<file path="src/rtl/fetch_unit.sv">
// Instruction fetch stage: owns the PC, reads instruction memory over req/ack
// and hands instructions to the processor over valid/ready.
// Optional build macro FETCH_PERF_COUNT_EN adds saturating fetch/flush counters.
module fetch_unit #(
    parameter int                  PC_WIDTH    = 8,
    parameter int                  INSTR_WIDTH = 32,
    parameter int                  PC_STEP     = 1,
    parameter logic [PC_WIDTH-1:0] RESET_PC    = '0
) (
    input  logic                   clk,
    input  logic                   rst_n,
    input  logic                   stall,
    input  logic                   branch_taken,
    input  logic [PC_WIDTH-1:0]    branch_target,
    output logic                   imem_req,
    output logic [PC_WIDTH-1:0]    imem_addr,
    input  logic                   imem_ack,
    input  logic [INSTR_WIDTH-1:0] imem_rdata,
    output logic                   instr_valid,
    input  logic                   instr_ready,
    output logic [INSTR_WIDTH-1:0] instr_out,
    output logic [PC_WIDTH-1:0]    pc_counter
`ifdef FETCH_PERF_COUNT_EN
    ,
    output logic [15:0]            perf_fetch_count,
    output logic [15:0]            perf_flush_count
`endif
);

    // state | meaning
    // IDLE  | no request outstanding, waiting for stall to drop
    // REQ   | read outstanding at fetch_pc, result will be delivered
    // HOLD  | instruction presented, waiting for instr_ready
    // DROP  | read outstanding at a stale address, result will be discarded
    typedef enum logic [1:0] {
        IDLE = 2'd0,
        REQ  = 2'd1,
        HOLD = 2'd2,
        DROP = 2'd3
    } state_t;

    localparam logic [PC_WIDTH-1:0] PC_INC = PC_WIDTH'(PC_STEP);

    state_t              state;
    logic [PC_WIDTH-1:0] fetch_pc;
    logic [PC_WIDTH-1:0] pc_next;

    assign pc_next = fetch_pc + PC_INC;

    always_ff @(posedge clk or negedge rst_n) begin
        if (!rst_n) begin
            state       <= IDLE;
            fetch_pc    <= RESET_PC;
            imem_req    <= 1'b0;
            imem_addr   <= RESET_PC;
            instr_valid <= 1'b0;
            instr_out   <= '0;
            pc_counter  <= '0;
        end else if (branch_taken) begin
            // Redirect wins over everything; an unanswered read must still
            // complete, so it is parked in DROP with its old address.
            fetch_pc    <= branch_target;
            instr_valid <= 1'b0;
            if (state == DROP) begin
                state <= DROP;
            end else if (state == REQ && !imem_ack) begin
                state <= DROP;
            end else if (!stall) begin
                state     <= REQ;
                imem_req  <= 1'b1;
                imem_addr <= branch_target;
            end else begin
                state    <= IDLE;
                imem_req <= 1'b0;
            end
        end else begin
            case (state)
                IDLE: begin
                    if (!stall) begin
                        state     <= REQ;
                        imem_req  <= 1'b1;
                        imem_addr <= fetch_pc;
                    end
                end
                REQ: begin
                    if (imem_ack) begin
                        state       <= HOLD;
                        imem_req    <= 1'b0;
                        instr_out   <= imem_rdata;
                        pc_counter  <= fetch_pc;
                        instr_valid <= 1'b1;
                        fetch_pc    <= pc_next;
                    end
                end
                HOLD: begin
                    if (instr_ready) begin
                        instr_valid <= 1'b0;
                        if (!stall) begin
                            state     <= REQ;
                            imem_req  <= 1'b1;
                            imem_addr <= fetch_pc;
                        end else begin
                            state <= IDLE;
                        end
                    end
                end
                DROP: begin
                    if (imem_ack) begin
                        if (!stall) begin
                            state     <= REQ;
                            imem_addr <= fetch_pc;
                        end else begin
                            state    <= IDLE;
                            imem_req <= 1'b0;
                        end
                    end
                end
                default: begin
                    state    <= IDLE;
                    imem_req <= 1'b0;
                end
            endcase
        end
    end

`ifdef FETCH_PERF_COUNT_EN
    // A handshake coinciding with a redirect is flushed, so it is not a fetch.
    always_ff @(posedge clk or negedge rst_n) begin
        if (!rst_n) begin
            perf_fetch_count <= '0;
            perf_flush_count <= '0;
        end else begin
            if (instr_valid && instr_ready && !branch_taken && perf_fetch_count != 16'hFFFF) begin
                perf_fetch_count <= perf_fetch_count + 16'd1;
            end
            if (branch_taken && perf_flush_count != 16'hFFFF) begin
                perf_flush_count <= perf_flush_count + 16'd1;
            end
        end
    end
`endif

endmodule

</file>
<file path="config.mk">
export PLATFORM = sky130hd
export DESIGN_NAME = fetch_unit
export DESIGN_NICKNAME = d
export VERILOG_FILES = /design/src/rtl/fetch_unit.sv
export SDC_FILE = /design/constraint.sdc
export NUM_CORES = 1
export LEC_CHECK = 0
export ABC_AREA = 1
export BUFFER_PORTS_ARGS = -buffer_cell sky130_fd_sc_hd__clkbuf_2
export CAP_MARGIN = 20
export CORE_AREA = 2 2 82 84
export CTS_BUF_LIST = sky130_fd_sc_hd__clkbuf_8
export CTS_CLUSTER_DIAMETER = 80
export DETAILED_ROUTE_END_ITERATION = 10
export DIE_AREA = 0 0 84 86
export MAX_ROUTING_LAYER = met4
export PLACE_DENSITY = 0.8
export SLEW_MARGIN = 0
export SYNTH_ARGS = -nofsm -noshare
export SYNTH_HDL_FRONTEND = slang
export SYNTH_SLANG_ARGS = --single-unit
</file>
<file path="constraint.sdc">
create_clock -name clk -period 1.5 [get_ports clk]
set_clock_uncertainty 0.15 [all_clocks]
set_input_delay 0.15 -clock clk [delete_from_list [all_inputs] [get_ports clk]]
set_output_delay 0.15 -clock clk [all_outputs]
set_load 0.03 [all_outputs]
</file>
==> results of run 1 <==
==> power by group through the flow <==
stage | Combinational (W) | Sequential, W | Clock [W]
final | 0.00365 | 0.00286 | 0.00128
after global routing | 0.00401 | 0.00295 | 0.00142
after CTS | 0.00365 | 0.00283 | 0.00134
after detailed placement | 0.00357 | 0.00285 | 0
after global placement | 0.00347 | 0.00282 | 0
after floorplan | 0.00129 | 0.00402 | 0
==> per-layer routing <==
metal / vias to the layer above / global-route usage / part of all wire
met5: - / - / 0
met1: 1259 / 0.251 / 0.43
met3: 15 / 0.0529 / 0.053
met4: 0 / 0.0674 / 0.018
li1: 1355 / - / -
met2: 89 / 0.347 / 0.50
==> area by class of cell <==
type,instances,area share
sequential,60,0.386
multi-input combinational,257,0.286
timing repair buffer,137,0.234
clock buffer,11,0.0389
tap,77,0.0247
inverter,21,0.0235
clock inverter,5,0.00707
==> synth_stat cells <==
library cell / number
sky130_fd_sc_hd__nor2_2: 3
sky130_fd_sc_hd__o21ai_0: 13
sky130_fd_sc_hd__nand3_1: 18
sky130_fd_sc_hd__nand2_1: 194
sky130_fd_sc_hd__o21ai_1: 7
sky130_fd_sc_hd__inv_2: 4
sky130_fd_sc_hd__o211ai_1: 2
sky130_fd_sc_hd__buf_2: 4
sky130_fd_sc_hd__ha_1: 1
sky130_fd_sc_hd__o21bai_1: 1
sky130_fd_sc_hd__nor2_4: 1
sky130_fd_sc_hd__buf_4: 6
sky130_fd_sc_hd__buf_6: 1
sky130_fd_sc_hd__nor2_8: 2
sky130_fd_sc_hd__inv_4: 1
sky130_fd_sc_hd__nand3_4: 1
sky130_fd_sc_hd__a21oi_1: 1
sky130_fd_sc_hd__o21a_1: 1
sky130_fd_sc_hd__nor2_1: 9
sky130_fd_sc_hd__inv_1: 16
sky130_fd_sc_hd__dfrtp_1: 60
sky130_fd_sc_hd__nand2_2: 1
sky130_fd_sc_hd__nand4_1: 1
sky130_fd_sc_hd__nand2_4: 1
==> through the flow <==
step | setup WS (ns) | hold slack [ns] | setup TNS [ns]
finish | 0.0615 | 0.0294 | 0
global route | -0.0118 | 0.0605 | -0.0288
CTS | 0.00772 | 0.0216 | 0
detailed placement | -0.0333 | 0.0383 | -0.0333
global placement | 0.0634 | 0.0297 | 0
floorplan | 0.110 | -0.296 | 0
==> tightest hold or removal path: stages <==
cell and delay (ns):
sky130_fd_sc_hd__clkbuf_2 0.08, sky130_fd_sc_hd__nand2_1 0.05, sky130_fd_sc_hd__o21ai_0 0.06, sky130_fd_sc_hd__nand2_1 0.05, sky130_fd_sc_hd__o21ai_0 0.07
==> worst paths after layout <==
check / start / end / slack (ns) / depth (start not counted)
max: state[1] / pc_counter[5] / 0.06 / 6
min: branch_target[2] / fetch_pc[2] / 0.03 / 5
max reg2reg: state[1] / pc_counter[5] / 0.06 / 6
min reg2reg: instr_out[4] / instr_out[4] / 0.32 / 2
max in group asynchronous: rst_n / instr_out[0] / 0.71 / 3
min in group asynchronous: rst_n / imem_req / 0.19 / 3
==> logic make-up after synthesis <==
group,Yosys count,synth area share
and+or+nand+nor,231,0.348
buffers and inverters,32,0.0569
AOI/OAI and AO/OA,25,0.0488
DFF,60,0.542
adders and majority gates,1,0.00452
==> registers in the layout, summed over array words and instances, names as in the netlist <==
name         cells
pc_counter       8
instr_valid      1
imem_addr        8
imem_req         1
fetch_pc         8
instr_out       32
state            2
==> timing repair <==
| item | in CTS | in global routing |
|---|---|---|
| hold buffers | 35 | 0 |
| setup buffers | 0 | 1 |
| gates resized for setup | 2 | 7 |
| hold endpoints to repair | 94 | 0 |
| endpoints found under the setup margin | 7 | 48 |
| pin swaps | 0 | 1 |
==> impl_metrics.py, run 1 <==
metrics = {
    "synthesis": {
        "yosys.cell_types.count": 24,
        "yosysWarnings": 0,
        "synth_top_area_share": 0.542,
        "post_synth.cell_area_avg_um2": 7.94,
        "ys_ff_latch": 60,
        "syn_area_mm2": 0.00277,
        "syn-num-nets": 396,
        "post_synth_inst_count": 349,
        "synth_area_leaders": "sky130_fd_sc_hd__dfrtp_1 (54%), sky130_fd_sc_hd__nand2_1 (26%), sky130_fd_sc_hd__nand3_1 (3.3%), sky130_fd_sc_hd__o21ai_0 (2.3%), sky130_fd_sc_hd__inv_1 (2.2%)",
        "ys_seq_area_frac": 0.542,
        "library_cell_occupying_the_most_area_in_the_post_synthesis_netlist": "sky130_fd_sc_hd__dfrtp_1",
    },
    "power": {
        "p_sw_w": 0.00368,
        "power-per-cell-area_mw_per_mm2": 2000,
        "switching_share": 0.472,
        "total_leakage_power_nw": 2.22,
        "power.share.clock": 0.165,
        "peak_supply_drop_v": 0.00111,
        "report.power.total_w": 0.00779,
        "power.sequential.fraction": 0.367,
        "power.share.combinational": 0.469,
        "power.internal_w": 0.00411,
    },
    "finish": {
        "fin_util": 0.620,
        "antennaDiodeCount": 0,
        "drive_above_1_share": 0.273,
        "instances_no_fill": 568,
        "design_area_mm2": 0.00389,
        "final.fill_count": 554,
        "most-common-layout-cells": "sky130_fd_sc_hd__nand2_1 (194), sky130_fd_sc_hd__clkbuf_2 (95), sky130_fd_sc_hd__dfrtp_1 (58)",
        "commonest_non_fill_non_tap_cell_in_the_layout": "sky130_fd_sc_hd__nand2_1",
        "finalNetCount": 533,
        "final-seq-area_mm2": 0.00150,
        "area.growth.synth_to_final_pct": 40.6,
        "area_of_combinational_cells_with_multiple_inputs_mm2": 0.00111,
    },
    "setup_path": {
        "critical_path_peak_fanout": 46,
        "worst_setup_path_end_kind": "flip-flop",
        "list_of_cells_traversed_by_the_critical_path": "inv_4 -> nand3_4 -> nor2_8 -> inv_8 -> nand2_1 -> o21ai_1",
        "critPathKind": "flip-flop to flip-flop",
        "critical-path-top-delay-family": "flip-flops",
        "startpoint_type": "flip-flop",
        "cp_data_arrival_time_ns": 1.49,
        "cp_slowest_stage_delay_ns": 0.46,
        "worst_ep_required_time_ns": 1.55,
        "buffers_plus_inverters_on_the_worst_setup_path": 2,
        "worst_path_max_delay_cell": "sky130_fd_sc_hd__dfrtp_2",
    },
    "floorplanning": {
        "die_width_um": 84,
        "rows": 29,
        "start_util": 0.441,
        "die-area_mm2": 0.00722,
        "dieHeight_um": 86,
        "floorplan.core_area_mm2": 0.00628,
        "ioPinCount": 96,
    },
    "drt": {
        "first_iter_violations": 112,
        "post-route-drc-count": 0,
        "post_drt_via_cell_ratio": 4.79,
        "first_pass_iters": 4,
        "route.detailed.wl_per_inst_um": 12.1,
        "drt_wl_total_mm": 6.90,
        "route.antenna.remaining_nets": 0,
        "vias": 2718,
    },
    "hold_path": {
        "worst_hold_path_type": "input pin to flip-flop",
    },
    "clocking": {
        "clk_root_buffer_cell": "sky130_fd_sc_hd__clkbuf_8",
        "path_clk_slew_ns": 0.07,
        "clkSinkCount": 60,
        "htree_num_levels": 3,
        "cts_tree": "yes",
        "clock_path_buffers": 2,
        "number_of_buffers_added_by_the_clock_tree_synthesis_step": 9,
        "clock_insertion_delay_at_the_later_pin_of_the_skew_report_ns": 0.33,
    },
    "place": {
        "port_buffers": 95,
        "place_area_mm2": 0.00334,
        "placed_cells": 516,
        "hpwlAfterDp_mm": 4.70,
        "finalWeightedCongestion": 0.875,
    },
    "grt": {
        "grt_pass1_vias": 2609,
        "grt_start_max_net_pins": 61,
        "grt.overflow.total": 0,
        "grt_util_all_layers": 0.208,
        "initial_antenna_violation_count": 0,
        "grt_pass1_wl_mm": 11.8,
    },
    "sta": {
        "tightest_slew_margin_relative_to_the_limit": 0.721,
        "hold_violations": 0,
        "drv_slew": 0,
        "timing.final.setup_violations": 0,
        "worst_slew_pin_slew_ns": 0.413,
        "clock.fmax_ghz": 0.695,
        "layout_worst_path_cycle_share": 0.959,
        "final.min_clock_period_ns": 1.44,
    },
    "status": {
        "outcome": "complete, no violations",
    },
    "run": {
        "max_cap_violations": 0,
    },
}
No activity file was read; power rests on OpenSTA's default activity.
==> run 2, diff against run 1 <==
Settings changed: BUFFER_PORTS_ARGS -buffer_cell sky130_fd_sc_hd__clkbuf_2 to -buffer_cell sky130_fd_sc_hd__buf_2.
==> impl_metrics.py, run 2 (synthesized netlist as in run 1, its figures left out) <==
metrics = {
    "sta": {
        "rsz_0062_raised_after_global_routing": "true",
        "clock.fmax_ghz": 0.649,
        "hold_violations": 0,
        "tightest_slew_margin_relative_to_the_limit": 0.714,
        "worst_slew_pin_slew_ns": 0.424,
        "layout_worst_path_cycle_share": 1.03,
        "fin_setup_tns_ns": -0.527,
        "timing.final.setup_violations": 30,
        "layout_setup_ws_ns": -0.0409,
        "drv_slew": 0,
        "final.min_clock_period_ns": 1.54,
    },
    "setup_path": {
        "rr_startpoint": "state[1]",
        "critPathKind": "flip-flop to flip-flop",
        "startpoint_type": "flip-flop",
        "list_of_cells_traversed_by_the_critical_path": "inv_2 -> nand3_4 -> nor2_8 -> buf_12 -> clkbuf_16 -> nand2_1 -> nand2_1",
        "worst_reg2reg_path_length_in_cells": 7,
        "path_common_cell": "sky130_fd_sc_hd__nand2_1",
        "buffers_plus_inverters_on_the_worst_setup_path": 3,
        "worst_ep_required_time_ns": 1.62,
        "critical_path_peak_fanout": 8,
        "worst_path_max_delay_cell": "sky130_fd_sc_hd__dfrtp_1",
        "cp_num_cells": 7,
        "cp_data_arrival_time_ns": 1.66,
        "critical-path-top-delay-family": "simple AND/OR/NAND/NOR gates",
        "worst_setup_path_end_kind": "flip-flop",
        "worstSetupStartpoint": "state[1]",
        "cp_slowest_stage_delay_ns": 0.41,
    },
    "power": {
        "total_leakage_power_nw": 2.29,
        "power-per-cell-area_mw_per_mm2": 2050,
        "peak_supply_drop_v": 0.00124,
    },
    "floorplanning": {
        "rows": 29,
        "dieHeight_um": 86,
        "floorplan.core_area_mm2": 0.00628,
        "start_util": 0.441,
        "die_width_um": 84,
        "ioPinCount": 96,
        "die-area_mm2": 0.00722,
    },
    "drt": {
        "post_drt_via_cell_ratio": 4.83,
        "route.detailed.wl_per_inst_um": 13.5,
        "first_pass_iters": 4,
        "route.antenna.remaining_nets": 0,
        "post-route-drc-count": 0,
        "vias": 2799,
        "first_iter_violations": 133,
        "drt_wl_total_mm": 7.80,
    },
    "hold_path": {
        "hold_depth": 5,
        "worst_hold_path_type": "input pin to flip-flop",
        "hold_path_startpoint": "branch_target[2]",
    },
    "status": {
        "outcome": "finished, violations left",
        "violated_checks": "negative setup slack",
    },
    "grt": {
        "grt_start_max_net_pins": 61,
        "grt_util_all_layers": 0.210,
        "grt.overflow.total": 0,
        "initial_antenna_violation_count": 0,
        "grt_pass1_wl_mm": 11.7,
        "grt_pass1_vias": 2586,
    },
    "run": {
        "max_cap_violations": 0,
    },
    "clocking": {
        "clk_root_buffer_cell": "sky130_fd_sc_hd__clkbuf_8",
        "number_of_buffers_added_by_the_clock_tree_synthesis_step": 9,
        "clock_insertion_delay_at_the_later_pin_of_the_skew_report_ns": 0.33,
        "clock_path_buffers": 2,
        "cts_tree": "yes",
        "htree_num_levels": 3,
        "path_clk_slew_ns": 0.07,
        "clkSinkCount": 60,
    },
    "finish": {
        "commonest_non_fill_non_tap_cell_in_the_layout": "sky130_fd_sc_hd__nand2_1",
        "antennaDiodeCount": 0,
        "top_register": "instr_out",
        "drive_above_1_share": 0.303,
        "number_of_flip_flops_under_the_largest_register_name": 32,
        "most-common-layout-cells": "sky130_fd_sc_hd__nand2_1 (188), sky130_fd_sc_hd__buf_2 (95), sky130_fd_sc_hd__dfrtp_1 (59)",
        "finalNetCount": 544,
        "area.growth.synth_to_final_pct": 48.0,
        "final.fill_count": 538,
        "instances_no_fill": 579,
    },
    "place": {
        "finalWeightedCongestion": 0.876,
        "placed_cells": 516,
        "port_buffers": 95,
        "hpwlAfterDp_mm": 4.60,
    },
}
[run 2: cell count changes in the layout (fill, tap and decap cells not counted), moves of 3 or more]
| cell | before | now |
|---|---|---|
| sky130_fd_sc_hd__inv_6 | 0 | 4 |
| sky130_fd_sc_hd__nand2_1 | 194 | 188 |
| sky130_fd_sc_hd__buf_2 | 0 | 95 |
| sky130_fd_sc_hd__nand2_2 | 1 | 7 |
| sky130_fd_sc_hd__clkbuf_2 | 95 | 0 |
| sky130_fd_sc_hd__nor2_4 | 1 | 4 |
| sky130_fd_sc_hd__buf_4 | 3 | 8 |
[run 2: worst paths after layout]
| path | to | slack, ns |
|---|---|---|
| worst max-delay path | instr_out[25] | -0.04 |
| worst min-delay path | fetch_pc[2] | 0.03 |
| worst max register to register | instr_out[25] | -0.04 |
| worst min register to register | imem_addr[5] | 0.32 |
| max in group asynchronous | instr_out[0] | 0.74 |
| min in group asynchronous | imem_addr[6] | 0.20 |
[run 2: per-stage QoR]
stage / instance area, µm² / hold WS, ns / total power, W / setup WS, ns / util
CTS: 3920 / 0.0142 / 0.00817 / 0.0415 / 0.624
detailed placement: 3350 / 0.0341 / 0.00642 / -0.00535 / 0.533
finish: 4100 / 0.0305 / 0.00842 / -0.0409 / 0.653
global route: 4100 / 0.0508 / 0.00896 / -0.0943 / 0.653
floorplan: 2770 / -0.296 / 0.00530 / 0.110 / -
global placement: 3350 / 0.0241 / 0.00632 / 0.0514 / 0.533
[run 2: area by class of cell]
type                    instances  area, µm²  area share
repair inverters                3       26.3     0.00641
flip-flops and latches         60       1500       0.367
repair buffers                144       1000       0.245
inverters                      21       96.3      0.0235
clock buffers                  10        138      0.0336
clock inverters                 6       86.3      0.0211
multi-input cells             258       1150       0.281
well taps                      77       96.3      0.0235
[run 2: what timing repair did]
item	in CTS	in global routing
setup buffers	0	7
pin swaps	0	4
endpoints found under the hold margin	93	0
gates cloned	0	6
hold buffers	34	0
setup endpoints to repair	4	53
gates resized for setup	2	14
[run 2: layer usage]
metal / wire, µm / up-vias / track usage
li1: - / 1377 / -
met1: 3280 / 1322 / 0.260
met2: 4040 / 92 / 0.352
met3: 418 / 8 / 0.0452
met4: 62 / 0 / 0.0572
met5: 0 / - / -
[run 2: report_power, final]
| group | leakage, nW | switching (W) | internal (W) |
|---|---|---|---|
| registers | 0.748 | 0.000487 | 0.00235 |
| clock network | 0.113 | 0.000652 | 0.000980 |
| logic | 1.43 | 0.00270 | 0.00124 |
[run 2: worst min-delay path: stages]
cell and delay, ns:
sky130_fd_sc_hd__buf_2 0.08, sky130_fd_sc_hd__nand2_1 0.05, sky130_fd_sc_hd__o21ai_0 0.06, sky130_fd_sc_hd__nand2_1 0.05, sky130_fd_sc_hd__o21ai_0 0.07
